<file path="src/rtl/diamond_pkg.sv">
// Shared constants and types for the level diamond renderer: box geometry,
// corner tables (0..2 blue, 3..5 red) and the per-diamond lifecycle states.
package diamond_pkg;

    localparam int DIAMOND_SIZE = 20;
    localparam int NUM_DIAMONDS = 6;

    localparam logic [9:0] DIAMOND_LEFT [NUM_DIAMONDS] =
        '{10'd460, 10'd366, 10'd38, 10'd330, 10'd300, 10'd190};
    localparam logic [9:0] DIAMOND_TOP  [NUM_DIAMONDS] =
        '{10'd408, 10'd238, 10'd90, 10'd408, 10'd220, 10'd42};

    typedef enum logic [1:0] {SHOW, VANISH, GONE} diamond_state_t;

endpackage

</file>
<file path="src/rtl/diamond_display_if.sv">
// Pixel bus between the beam generator and the diamond renderer: beam
// position in, registered sprite lookup out.
interface diamond_display_if;
    logic [9:0] DrawX;
    logic [9:0] DrawY;
    logic       is_diamond;
    logic       diamond_red;
    logic [8:0] sprite_addr;

    modport master (output DrawX, DrawY, input is_diamond, diamond_red, sprite_addr);
    modport slave  (input DrawX, DrawY, output is_diamond, diamond_red, sprite_addr);
endinterface

</file>
<file path="src/rtl/diamond_slot.sv">
// One diamond: SHOW/VANISH/GONE lifecycle with frame-counted blink-out, plus
// the 20x20 hit test and local sprite address for the current beam position.
module diamond_slot
    import diamond_pkg::*;
#(
    parameter logic [9:0] LEFT          = 10'd0,
    parameter logic [9:0] TOP           = 10'd0,
    parameter int         VANISH_FRAMES = 8
) (
    input  logic       Clk,
    input  logic       Reset,
    input  logic       eat,
    input  logic       tick,
    input  logic [9:0] DrawX,
    input  logic [9:0] DrawY,
    output logic       visible_hit,
    output logic [8:0] local_addr,
    output logic       entered_vanish
);

    diamond_state_t state, state_nxt;
    logic [3:0]     vcnt, vcnt_nxt;
    logic [9:0]     dx, dy;
    logic           in_box, visible;

    always_ff @(posedge Clk) begin
        if (Reset) begin
            state <= SHOW;
            vcnt  <= 4'd0;
        end else begin
            state <= state_nxt;
            vcnt  <= vcnt_nxt;
        end
    end

    // A tick arriving together with the eat is swallowed: entry always starts at 0.
    always_comb begin
        state_nxt      = state;
        vcnt_nxt       = vcnt;
        entered_vanish = 1'b0;
        case (state)
            SHOW: if (eat) begin
                state_nxt      = VANISH;
                vcnt_nxt       = 4'd0;
                entered_vanish = 1'b1;
            end
            VANISH: if (tick) begin
                if (vcnt == 4'(VANISH_FRAMES - 1)) state_nxt = GONE;
                else                               vcnt_nxt  = vcnt + 4'd1;
            end
            default: ;
        endcase
    end

    assign visible = (state == SHOW) || (state == VANISH && !vcnt[0]);

    assign dx     = DrawX - LEFT;
    assign dy     = DrawY - TOP;
    assign in_box = (DrawX >= LEFT) && (DrawX < LEFT + 10'(DIAMOND_SIZE)) &&
                    (DrawY >= TOP)  && (DrawY < TOP  + 10'(DIAMOND_SIZE));

    assign visible_hit = visible && in_box;
    assign local_addr  = 9'(dy[4:0]) * 9'd20 + 9'(dx[4:0]);

endmodule

</file>
<file path="src/rtl/diamond_display.sv">
// Renders the six level diamonds, blinks them out when eaten, counts them per
// colour and flags level completion. Optional idle sparkle: DIAMOND_SPARKLE_EN.
module diamond_display
    import diamond_pkg::*;
#(
    parameter int VANISH_FRAMES = 8,
    parameter int SPARKLE_DIV   = 8
) (
    input  logic               Clk,
    input  logic               Reset,
    input  logic               frame_clk,
    input  logic [2:0]         eat_blue,
    input  logic [2:0]         eat_red,
    diamond_display_if.slave   pix,
    output logic [1:0]         sparkle_phase,
    output logic [1:0]         blue_count,
    output logic [1:0]         red_count,
    output logic               all_collected
);

    if (VANISH_FRAMES < 2 || VANISH_FRAMES > 15) begin : g_bad_vanish
        $error("VANISH_FRAMES out of range");
    end
    if (SPARKLE_DIV < 1 || SPARKLE_DIV > 16) begin : g_bad_div
        $error("SPARKLE_DIV out of range");
    end

    logic                               frame_prev, tick;
    logic [NUM_DIAMONDS-1:0]            eat_vec, vis, entered;
    logic [NUM_DIAMONDS-1:0][8:0]       addr;
    logic                               hit_n, red_n;
    logic [8:0]                         addr_n;
    logic [2:0]                         blue_sum, red_sum;

    // Previous value resets high so a strobe already high out of reset is not an edge.
    always_ff @(posedge Clk) begin
        if (Reset) frame_prev <= 1'b1;
        else       frame_prev <= frame_clk;
    end
    assign tick    = frame_clk && !frame_prev;
    assign eat_vec = {eat_red, eat_blue};

    for (genvar g = 0; g < NUM_DIAMONDS; g++) begin : g_slot
        diamond_slot #(
            .LEFT          (DIAMOND_LEFT[g]),
            .TOP           (DIAMOND_TOP[g]),
            .VANISH_FRAMES (VANISH_FRAMES)
        ) u_slot (
            .Clk            (Clk),
            .Reset          (Reset),
            .eat            (eat_vec[g]),
            .tick           (tick),
            .DrawX          (pix.DrawX),
            .DrawY          (pix.DrawY),
            .visible_hit    (vis[g]),
            .local_addr     (addr[g]),
            .entered_vanish (entered[g])
        );
    end

    // Walk from the highest index down so the lowest visible index wins.
    always_comb begin
        hit_n  = 1'b0;
        red_n  = 1'b0;
        addr_n = 9'd0;
        for (int i = NUM_DIAMONDS - 1; i >= 0; i--) begin
            if (vis[i]) begin
                hit_n  = 1'b1;
                red_n  = (i >= NUM_DIAMONDS / 2);
                addr_n = addr[i];
            end
        end
    end

    always_ff @(posedge Clk) begin
        if (Reset) begin
            pix.is_diamond  <= 1'b0;
            pix.diamond_red <= 1'b0;
            pix.sprite_addr <= 9'd0;
        end else begin
            pix.is_diamond  <= hit_n;
            pix.diamond_red <= red_n;
            pix.sprite_addr <= addr_n;
        end
    end

    assign blue_sum = 3'(blue_count) + 3'(entered[0]) + 3'(entered[1]) + 3'(entered[2]);
    assign red_sum  = 3'(red_count)  + 3'(entered[3]) + 3'(entered[4]) + 3'(entered[5]);

    always_ff @(posedge Clk) begin
        if (Reset) begin
            blue_count    <= 2'd0;
            red_count     <= 2'd0;
            all_collected <= 1'b0;
        end else begin
            blue_count    <= (blue_sum > 3'd3) ? 2'd3 : blue_sum[1:0];
            red_count     <= (red_sum  > 3'd3) ? 2'd3 : red_sum[1:0];
            all_collected <= (blue_count == 2'd3) && (red_count == 2'd3);
        end
    end

`ifdef DIAMOND_SPARKLE_EN
    logic [3:0] div_cnt;
    logic [1:0] phase;

    always_ff @(posedge Clk) begin
        if (Reset) begin
            div_cnt <= 4'd0;
            phase   <= 2'd0;
        end else if (tick) begin
            if (div_cnt == 4'(SPARKLE_DIV - 1)) begin
                div_cnt <= 4'd0;
                phase   <= phase + 2'd1;
            end else begin
                div_cnt <= div_cnt + 4'd1;
            end
        end
    end
    assign sparkle_phase = phase;
`else
    assign sparkle_phase = 2'd0;
`endif

endmodule
</file>
<file path="src/flat_wrapper.sv">
// flat-port wrapper written by rule: the top's interface ports become plain ports
module diamond_display_flat import diamond_pkg::*;
#(
    parameter int VANISH_FRAMES = 8,
    parameter int SPARKLE_DIV   = 8
)
  (Clk, Reset, frame_clk, eat_blue, eat_red, sparkle_phase, blue_count, red_count, all_collected, pix_DrawX, pix_DrawY, pix_is_diamond, pix_diamond_red, pix_sprite_addr);
  diamond_display_if pix_i ();
  input  logic Clk;
  input  logic Reset;
  input  logic frame_clk;
  input  logic [2:0] eat_blue;
  input  logic [2:0] eat_red;
  output logic [1:0] sparkle_phase;
  output logic [1:0] blue_count;
  output logic [1:0] red_count;
  output logic all_collected;
  input wire logic [$bits(pix_i.DrawX)-1:0] pix_DrawX;
  input wire logic [$bits(pix_i.DrawY)-1:0] pix_DrawY;
  output wire logic [$bits(pix_i.is_diamond)-1:0] pix_is_diamond;
  output wire logic [$bits(pix_i.diamond_red)-1:0] pix_diamond_red;
  output wire logic [$bits(pix_i.sprite_addr)-1:0] pix_sprite_addr;
  assign pix_i.DrawX = pix_DrawX;
  assign pix_i.DrawY = pix_DrawY;
  assign pix_is_diamond = pix_i.is_diamond;
  assign pix_diamond_red = pix_i.diamond_red;
  assign pix_sprite_addr = pix_i.sprite_addr;
  diamond_display #(.VANISH_FRAMES(VANISH_FRAMES), .SPARKLE_DIV(SPARKLE_DIV)) u_core (.Clk(Clk), .Reset(Reset), .frame_clk(frame_clk), .eat_blue(eat_blue), .eat_red(eat_red), .pix(pix_i), .sparkle_phase(sparkle_phase), .blue_count(blue_count), .red_count(red_count), .all_collected(all_collected));
endmodule
</file>
<file path="config.mk">
export PLATFORM = sky130hd
export DESIGN_NAME = diamond_display_flat
export DESIGN_NICKNAME = d
export VERILOG_FILES = /design/src/rtl/diamond_pkg.sv /design/src/rtl/diamond_display_if.sv /design/src/rtl/diamond_slot.sv /design/src/rtl/diamond_display.sv /design/src/flat_wrapper.sv
export SDC_FILE = /design/constraint.sdc
export NUM_CORES = 1
export LEC_CHECK = 0
export CORE_UTILIZATION = 45
export CTS_CLUSTER_SIZE = 10
export DETAILED_ROUTE_END_ITERATION = 16
export PLACE_DENSITY = 0.64
export SYNTH_ARGS = -nofsm -noshare
export SYNTH_HDL_FRONTEND = slang
export SYNTH_HIERARCHICAL = 1
export SYNTH_SLANG_ARGS = --single-unit
</file>
<file path="constraint.sdc">
create_clock -name Clk -period 4.6 [get_ports Clk]
set_input_delay 0.92 -clock Clk [delete_from_list [all_inputs] [get_ports Clk]]
set_output_delay 0.92 -clock Clk [all_outputs]
set_load 0.05 [all_outputs]
</file>
* After elaboration in Yosys (flattened, before gate mapping)
Cells that the tools add are included.
** Storage, ports and cells
- Output and inout bits :: 18
- Register bits after elaboration :: 53
- Input bits :: 29
- Logic and storage cells :: 259
** Cells by class
- Equality and inequality tests :: 38
- $lt $le $gt $ge :: 24
- Add/subtract/negate cells :: 29
- Reductions and logical operators :: 70
- $mul :: 5
- Mux-type cells :: 74
** Operator list (number)
- 2-to-1 mux 4 bit :: 18
- < comparator 10 x 9 -> 1 bit, second input constant :: 6
- adder 9 x 5 -> 9 bit :: 6
- 2-to-1 mux 9 bit :: 6
- >= comparator 10 x 9 -> 1 bit, second input constant :: 5
- case mux 4 bit (2 select lines) :: 6
- AND reduction 4 bit :: 12
- 2-to-1 mux 2 bit :: 20
- inequality test 2 bit, second input constant :: 19
- multiplier 5 x 3 -> 7 bit, second input constant :: 5
- logical AND 1 bit :: 32
- >= comparator 10 x 8 -> 1 bit, second input constant :: 3
- subtractor 5 x 4 -> 5 bit, second input constant :: 6
- adder 4 x 1 -> 4 bit, second input constant :: 6
- equality test 4 x 3 -> 1 bit, second input constant :: 6
- case mux 2 bit (2 select lines) :: 6
- >= comparator 10 x 6 -> 1 bit, second input constant :: 2
- < comparator 10 x 6 -> 1 bit, second input constant :: 2
- < comparator 10 x 8 -> 1 bit, second input constant :: 2
- subtractor 5 bit, second input constant :: 4
- 2-to-1 mux 1 bit :: 18
- adder 3 x 1 -> 3 bit :: 4
- equality test 2 x 1 -> 1 bit, second input constant :: 6
- logical NOT 2 bit :: 6
- 11 further kinds :: 34

* Logic depth before layout (Yosys ltp)
- Depth after elaboration :: 11
- Depth in mapped cells :: 13

* Modules after synthesis
The synthesis kept the hierarchy.
** Modules (own cells, without submodules)
- diamond_display :: seq. area each 340.3 µm², cells an instance 125, area each 1111.1 µm², times used 1
- diamond_slot at u_core.g_slot[1].u_slot :: seq. area each 120.1 µm², cells an instance 90, area each 754.5 µm², times used 1
- diamond_slot at u_core.g_slot[5].u_slot :: seq. area each 120.1 µm², cells an instance 85, area each 737.0 µm², times used 1
- diamond_slot at u_core.g_slot[2].u_slot :: seq. area each 120.1 µm², cells an instance 83, area each 733.2 µm², times used 1
- diamond_slot at u_core.g_slot[3].u_slot :: seq. area each 120.1 µm², cells an instance 84, area each 724.4 µm², times used 1
- diamond_slot at u_core.g_slot[0].u_slot :: seq. area each 120.1 µm², cells an instance 77, area each 701.9 µm², times used 1
- diamond_slot at u_core.g_slot[4].u_slot :: seq. area each 120.1 µm², cells an instance 73, area each 681.9 µm², times used 1

* Worst setup path after synthesis
Ideal clock, no wire load.
- Kind :: input -> register
- Start point :: in pix_DrawY[1]
- End point :: reg u_core.pix.sprite_addr[8]
- Buffers on the path :: 0
- Slack :: 1.076 ns
- Required time :: 4.514 ns
- Stages on the path :: 13
- Data arrival time :: 3.438 ns
- Cells stage by stage :: inv_1 ha_1 xnor2_1 ha_1 ha_1 fa_1 xor2_1 o2111ai_1 xnor2_1 xnor2_1 nand3b_1 a221o_1 a221oi_2
** RTL lines
- from (decl) :: line flat_wrapper.sv:19 : input wire logic [$bits(pix_i.DrawY)-1:0] pix_DrawY;
- to (signal assigned) :: line diamond_display.sv:83 : pix.sprite_addr <= addr_n;
- to (decl) :: line diamond_display_if.sv:11 : modport slave (input DrawX, DrawY, output is_diamond, diamond_red, sprite_addr);

==> Implementation_results.wiki <==
{| class="wikitable"
! Metric !! Value
|-
| Crit Path Max Fanout || 12
|-
| Per-instance average area after synthesis || 8.82 sq um
|-
| Mean number of vias per cell || 5.74
|-
| Register bit count reported by yosys || 53
|-
| Post-route clock period utilization || 92.0%
|-
| Number of iterations in the first detailed-routing pass || 11
|-
| Tightest slew margin relative to the limit || roughly 58%
|-
| Met3 Wirelength || 578 um
|-
| Clock tree buffer depth || 2
|-
| Highest metal layer with signal wires || met4
|-
| Share of Yosys cell area claimed by the top area cell type || slightly below 20%
|-
| Count of buffer and inverter cells on the critical path || 3
|-
| Cell area power density || roughly 260 nW/um^2
|-
| Floorplan core area || 11600 sq um
|-
| Number of DRC markers in iteration 0 || 288
|-
| Number of clock buffers inserted by TritonCTS || 5
|-
| Final Total Pwr || roughly 1600 uW
|-
| Post-synthesis cell type with the largest combined area || dfxtp_1
|-
| Worst Setup Path Type || in2reg
|-
| Max capacitance violation total || 0
|-
| Synth-to-layout area growth || 14.8%
|-
| Type of origin of the critical path || primary input
|-
| Global-route congestion overflow total || 0
|-
| H-tree Lvls || 2
|-
| Die Outline Area || between 10000 and 15000 sq um
|-
| Share of layout cells above drive strength 1 || 9.61%
|-
| Clock latency on the worst-skew pair || ~300 ps
|-
| Maximum achievable frequency || 0.236 GHz
|-
| Starting utilization of the core area || 46.9%
|-
| Initial antenna violation count || 0
|-
| Wire length of the first global-routing pass || 22100 um
|-
| Placed cells || 801
|-
| Resized cells post-CTS || 0
|-
| Number of hold-slack violations in the final timing report || 0
|-
| Critical path required time || 4760 ps
|-
| Post-detail-place hpwl || roughly 10000 um
|-
| CTS root buf || clkbuf_16
|-
| Total setup violations reported at the end of the flow || 0
|-
| Count of clock tree sinks || 53
|-
| Main area contributors after synthesis || dfxtp_1 (19%), ha_1 (16%), xnor2_1 (7.9%)
|-
| Run status || complete, but fails checks
|-
| Final Max Tran Viols || 0
|-
| Endpoint type of the worst setup path || flop
|-
| Number of DRC violations after detailed routing || 3
|-
| Class of the tightest hold or removal check || reg2reg
|-
| Post-Route Skew || 9.58 ps
|-
| Slowest cell on the critical path || clkdlybuf4s50_1
|-
| Vias in the first global route || 4634
|-
| Standard-cell row count || 39
|-
| Number of distinct standard cells referenced by the synthesized netlist || 67
|-
| Leak || 0.00257 uW
|-
| Register-to-register path setup slack || 2080 ps
|-
| Wire length after detailed routing || 13100 um
|-
| Cell breakdown of the critical path || clkdlybuf4s50_1 -> buf_12 -> inv_1 -> ha_1 -> xnor2_1 -> ha_1 -> ha_1 -> fa_1 -> xor2_1 -> o2111ai_1 -> xnor2_1 -> xnor2_1 -> a221oi_1 -> a221oi_2
|-
| WP data arrival || 4390 ps
|-
| Setup repair after global routing missed its margin || no
|-
| Post CTS Setup Buffer Count || 0
|-
| Maximum resistive drop on vdd || 0.295 mV
|-
| Total vias in the final route || 4641
|-
| Synth warn || 6
|-
| Top-level port count || 47
|-
| Number of instances in the synthesized netlist || 617
|-
| Reg clk slew, reported paths || 70 ps
|-
| Async S/R FF share, synth || 0%
|-
| Layout net count || 780
|-
| Number of flops mapped to enable cells by yosys || 0
|-
| Peak per-stage delay on the critical path || roughly 640 ps
|-
| Met2 layer wire length in the routed design || approximately 6300 um
|-
| Routed wire length per instance || 16.2 um
|-
| Die height || 112 um
|-
| Final total negative setup slack || 0 ps
|-
| Placer's final routability congestion estimate || 0.874
|-
| Top_reg_cell synth || dfxtp_1
|-
| Chip Width || 112 um
|-
| Violations in the final reports || DRC
|-
| Pin count of the biggest net entering global routing || 29
|-
| Final antenna diode count || 0
|-
| Met1 layer wirelength in the final routing || a little under 6000 um
|-
| Post-synthesis instance area || 5440 sq um
|-
| DRT antenna net count || 0
|-
| Clock tree from TritonCTS || done
|-
| Final-layout fill cell count || 1082
|-
| Crit path time final || between 4000 and 5000 ps
|-
| Kind of cell adding the most delay to the critical path || adder cells
|-
| Post-synthesis sequential area ratio || a little under 20%
|-
| Port Buffers || 44
|-
| Number of standard cells in the final layout excluding fillers || 809
|-
| Number of buffers inserted for hold repair after clock tree synthesis || 0
|-
| Transition time at the pin with the least slew margin || 627 ps
|-
| GRT Overall Usage || 21.7%
|}
power breakdown:
part	total, uW	internal [uW]	switching [uW]
clock	397	220	177
combinational	694	301	393
sequential	509	482	27.9
flip-flops by register name, indices dropped and copies added (netlist names):
name / count
u_core/g_slot.u_slot/state: 12
u_core/pix.is_diamond: 1
u_core/g_slot.u_slot/vcnt: 24
u_core/all_collected: 1
u_core/pix.diamond_red: 1
u_core/red_count: 2
u_core/pix.sprite_addr: 9
u_core/blue_count: 2
u_core/frame_prev: 1
layout by cell type (no fill, tap or decap), types with 6 or more instances in the layout:
master,count
mux2i_1,11
nand3_1,13
nor3_1,12
xor2_1,19
nand2_1,25
o21ai_0,9
dfxtp_1,53
nand3b_1,14
a221oi_2,8
nor3b_1,6
nor2b_1,7
a221oi_1,10
nor4b_1,6
nand4_1,10
inv_1,67
clkdlybuf4s50_1,43
buf_4,20
nor2_1,30
a21o_1,11
fa_1,16
a21oi_1,54
ha_1,70
xnor2_1,49
a221o_1,9
per-layer routing:
metal | global-route usage (%) | vias to the layer above
met5 | 0 | -
met4 | 5.87 | 0
met3 | 3.27 | 22
met2 | 38.2 | 110
met1 | 27.6 | 2193
li1 | - | 2316
final cells by class:
class	instances	area [sq um]	share of cell area, %
Clock buffer	6	139	2.22
Clock inverter	2	17.5	0.280
Inverter	67	251	4.02
Multi-Input combinational cell	473	4000	63.9
Sequential cell	53	1060	17.0
Tap cell	143	179	2.86
Timing Repair Buffer	65	606	9.69
synthesized netlist by cell type (5+ instances only):
master and number:
ha_1 70, inv_1 67, a21oi_1 54, dfxtp_1 53
xnor2_1 49, nor2_1 30, nand2_1 25, xor2_1 19
fa_1 16, nand3b_1 14, nand3_1 13, nor3_1 12
a21o_1 11, buf_4 11, mux2i_1 11, a221oi_1 10
nand4_1 10, a221o_1 9, clkbuf_1 9, o21ai_0 9
a221oi_2 8, nor2b_1 7, nor3b_1 6, nor4b_1 6
a211oi_1 5, nand2b_1 5, nor4_1 5
worst paths after layout:
kind / start / to / cells after the start
worst max-delay path: pix_DrawY[1] / u_core/pix.sprite_addr[8] / 14
worst min-delay path: u_core/blue_count[1] / u_core/all_collected / 2
worst min register to register: u_core/blue_count[1] / u_core/all_collected / 2
worst max register to register: u_core/g_slot[2].u_slot/vcnt[0] / u_core/pix.sprite_addr[7] / 6
worst reg2reg max path, delay by kind of cell (launching register included):
family	cells	cell delay (ps)
compound gates	4	1310
flops	1	360
simple gates	2	750
stage by stage:
| stage | hold WS, ps | setup slack [ps] | util, % | cell area, sq um |
|---|---|---|---|---|
| 6_report | 478 | 366 | 53.8 | 6250 |
| 5_1_grt | 506 | 123 | 53.8 | 6250 |
| 2_1_floorplan | 442 | 1080 | - | 5450 |
| 3_5_place_dp | 465 | 93.5 | 52.5 | 6090 |
| 4_1_cts | 480 | 340 | 53.8 | 6250 |
| 3_3_place_gp | 457 | 200 | 52.5 | 6090 |
logic make-up after synthesis:
| kind of cell | count (synthesis) | synth area share [%] |
|---|---|---|
| and+or+nand+nor | 168 | 19.5 |
| AOI/OAI and AO/OA | 137 | 18.2 |
| buffers and inverters | 92 | 7.52 |
| adders and majority gates | 86 | 22.0 |
| xor gates and xnor gates | 68 | 10.9 |
| DFF | 53 | 19.5 |
| muxes | 12 | 2.23 |
| other | 1 | 0.0689 |
Power figures use the tool's default switching activity.
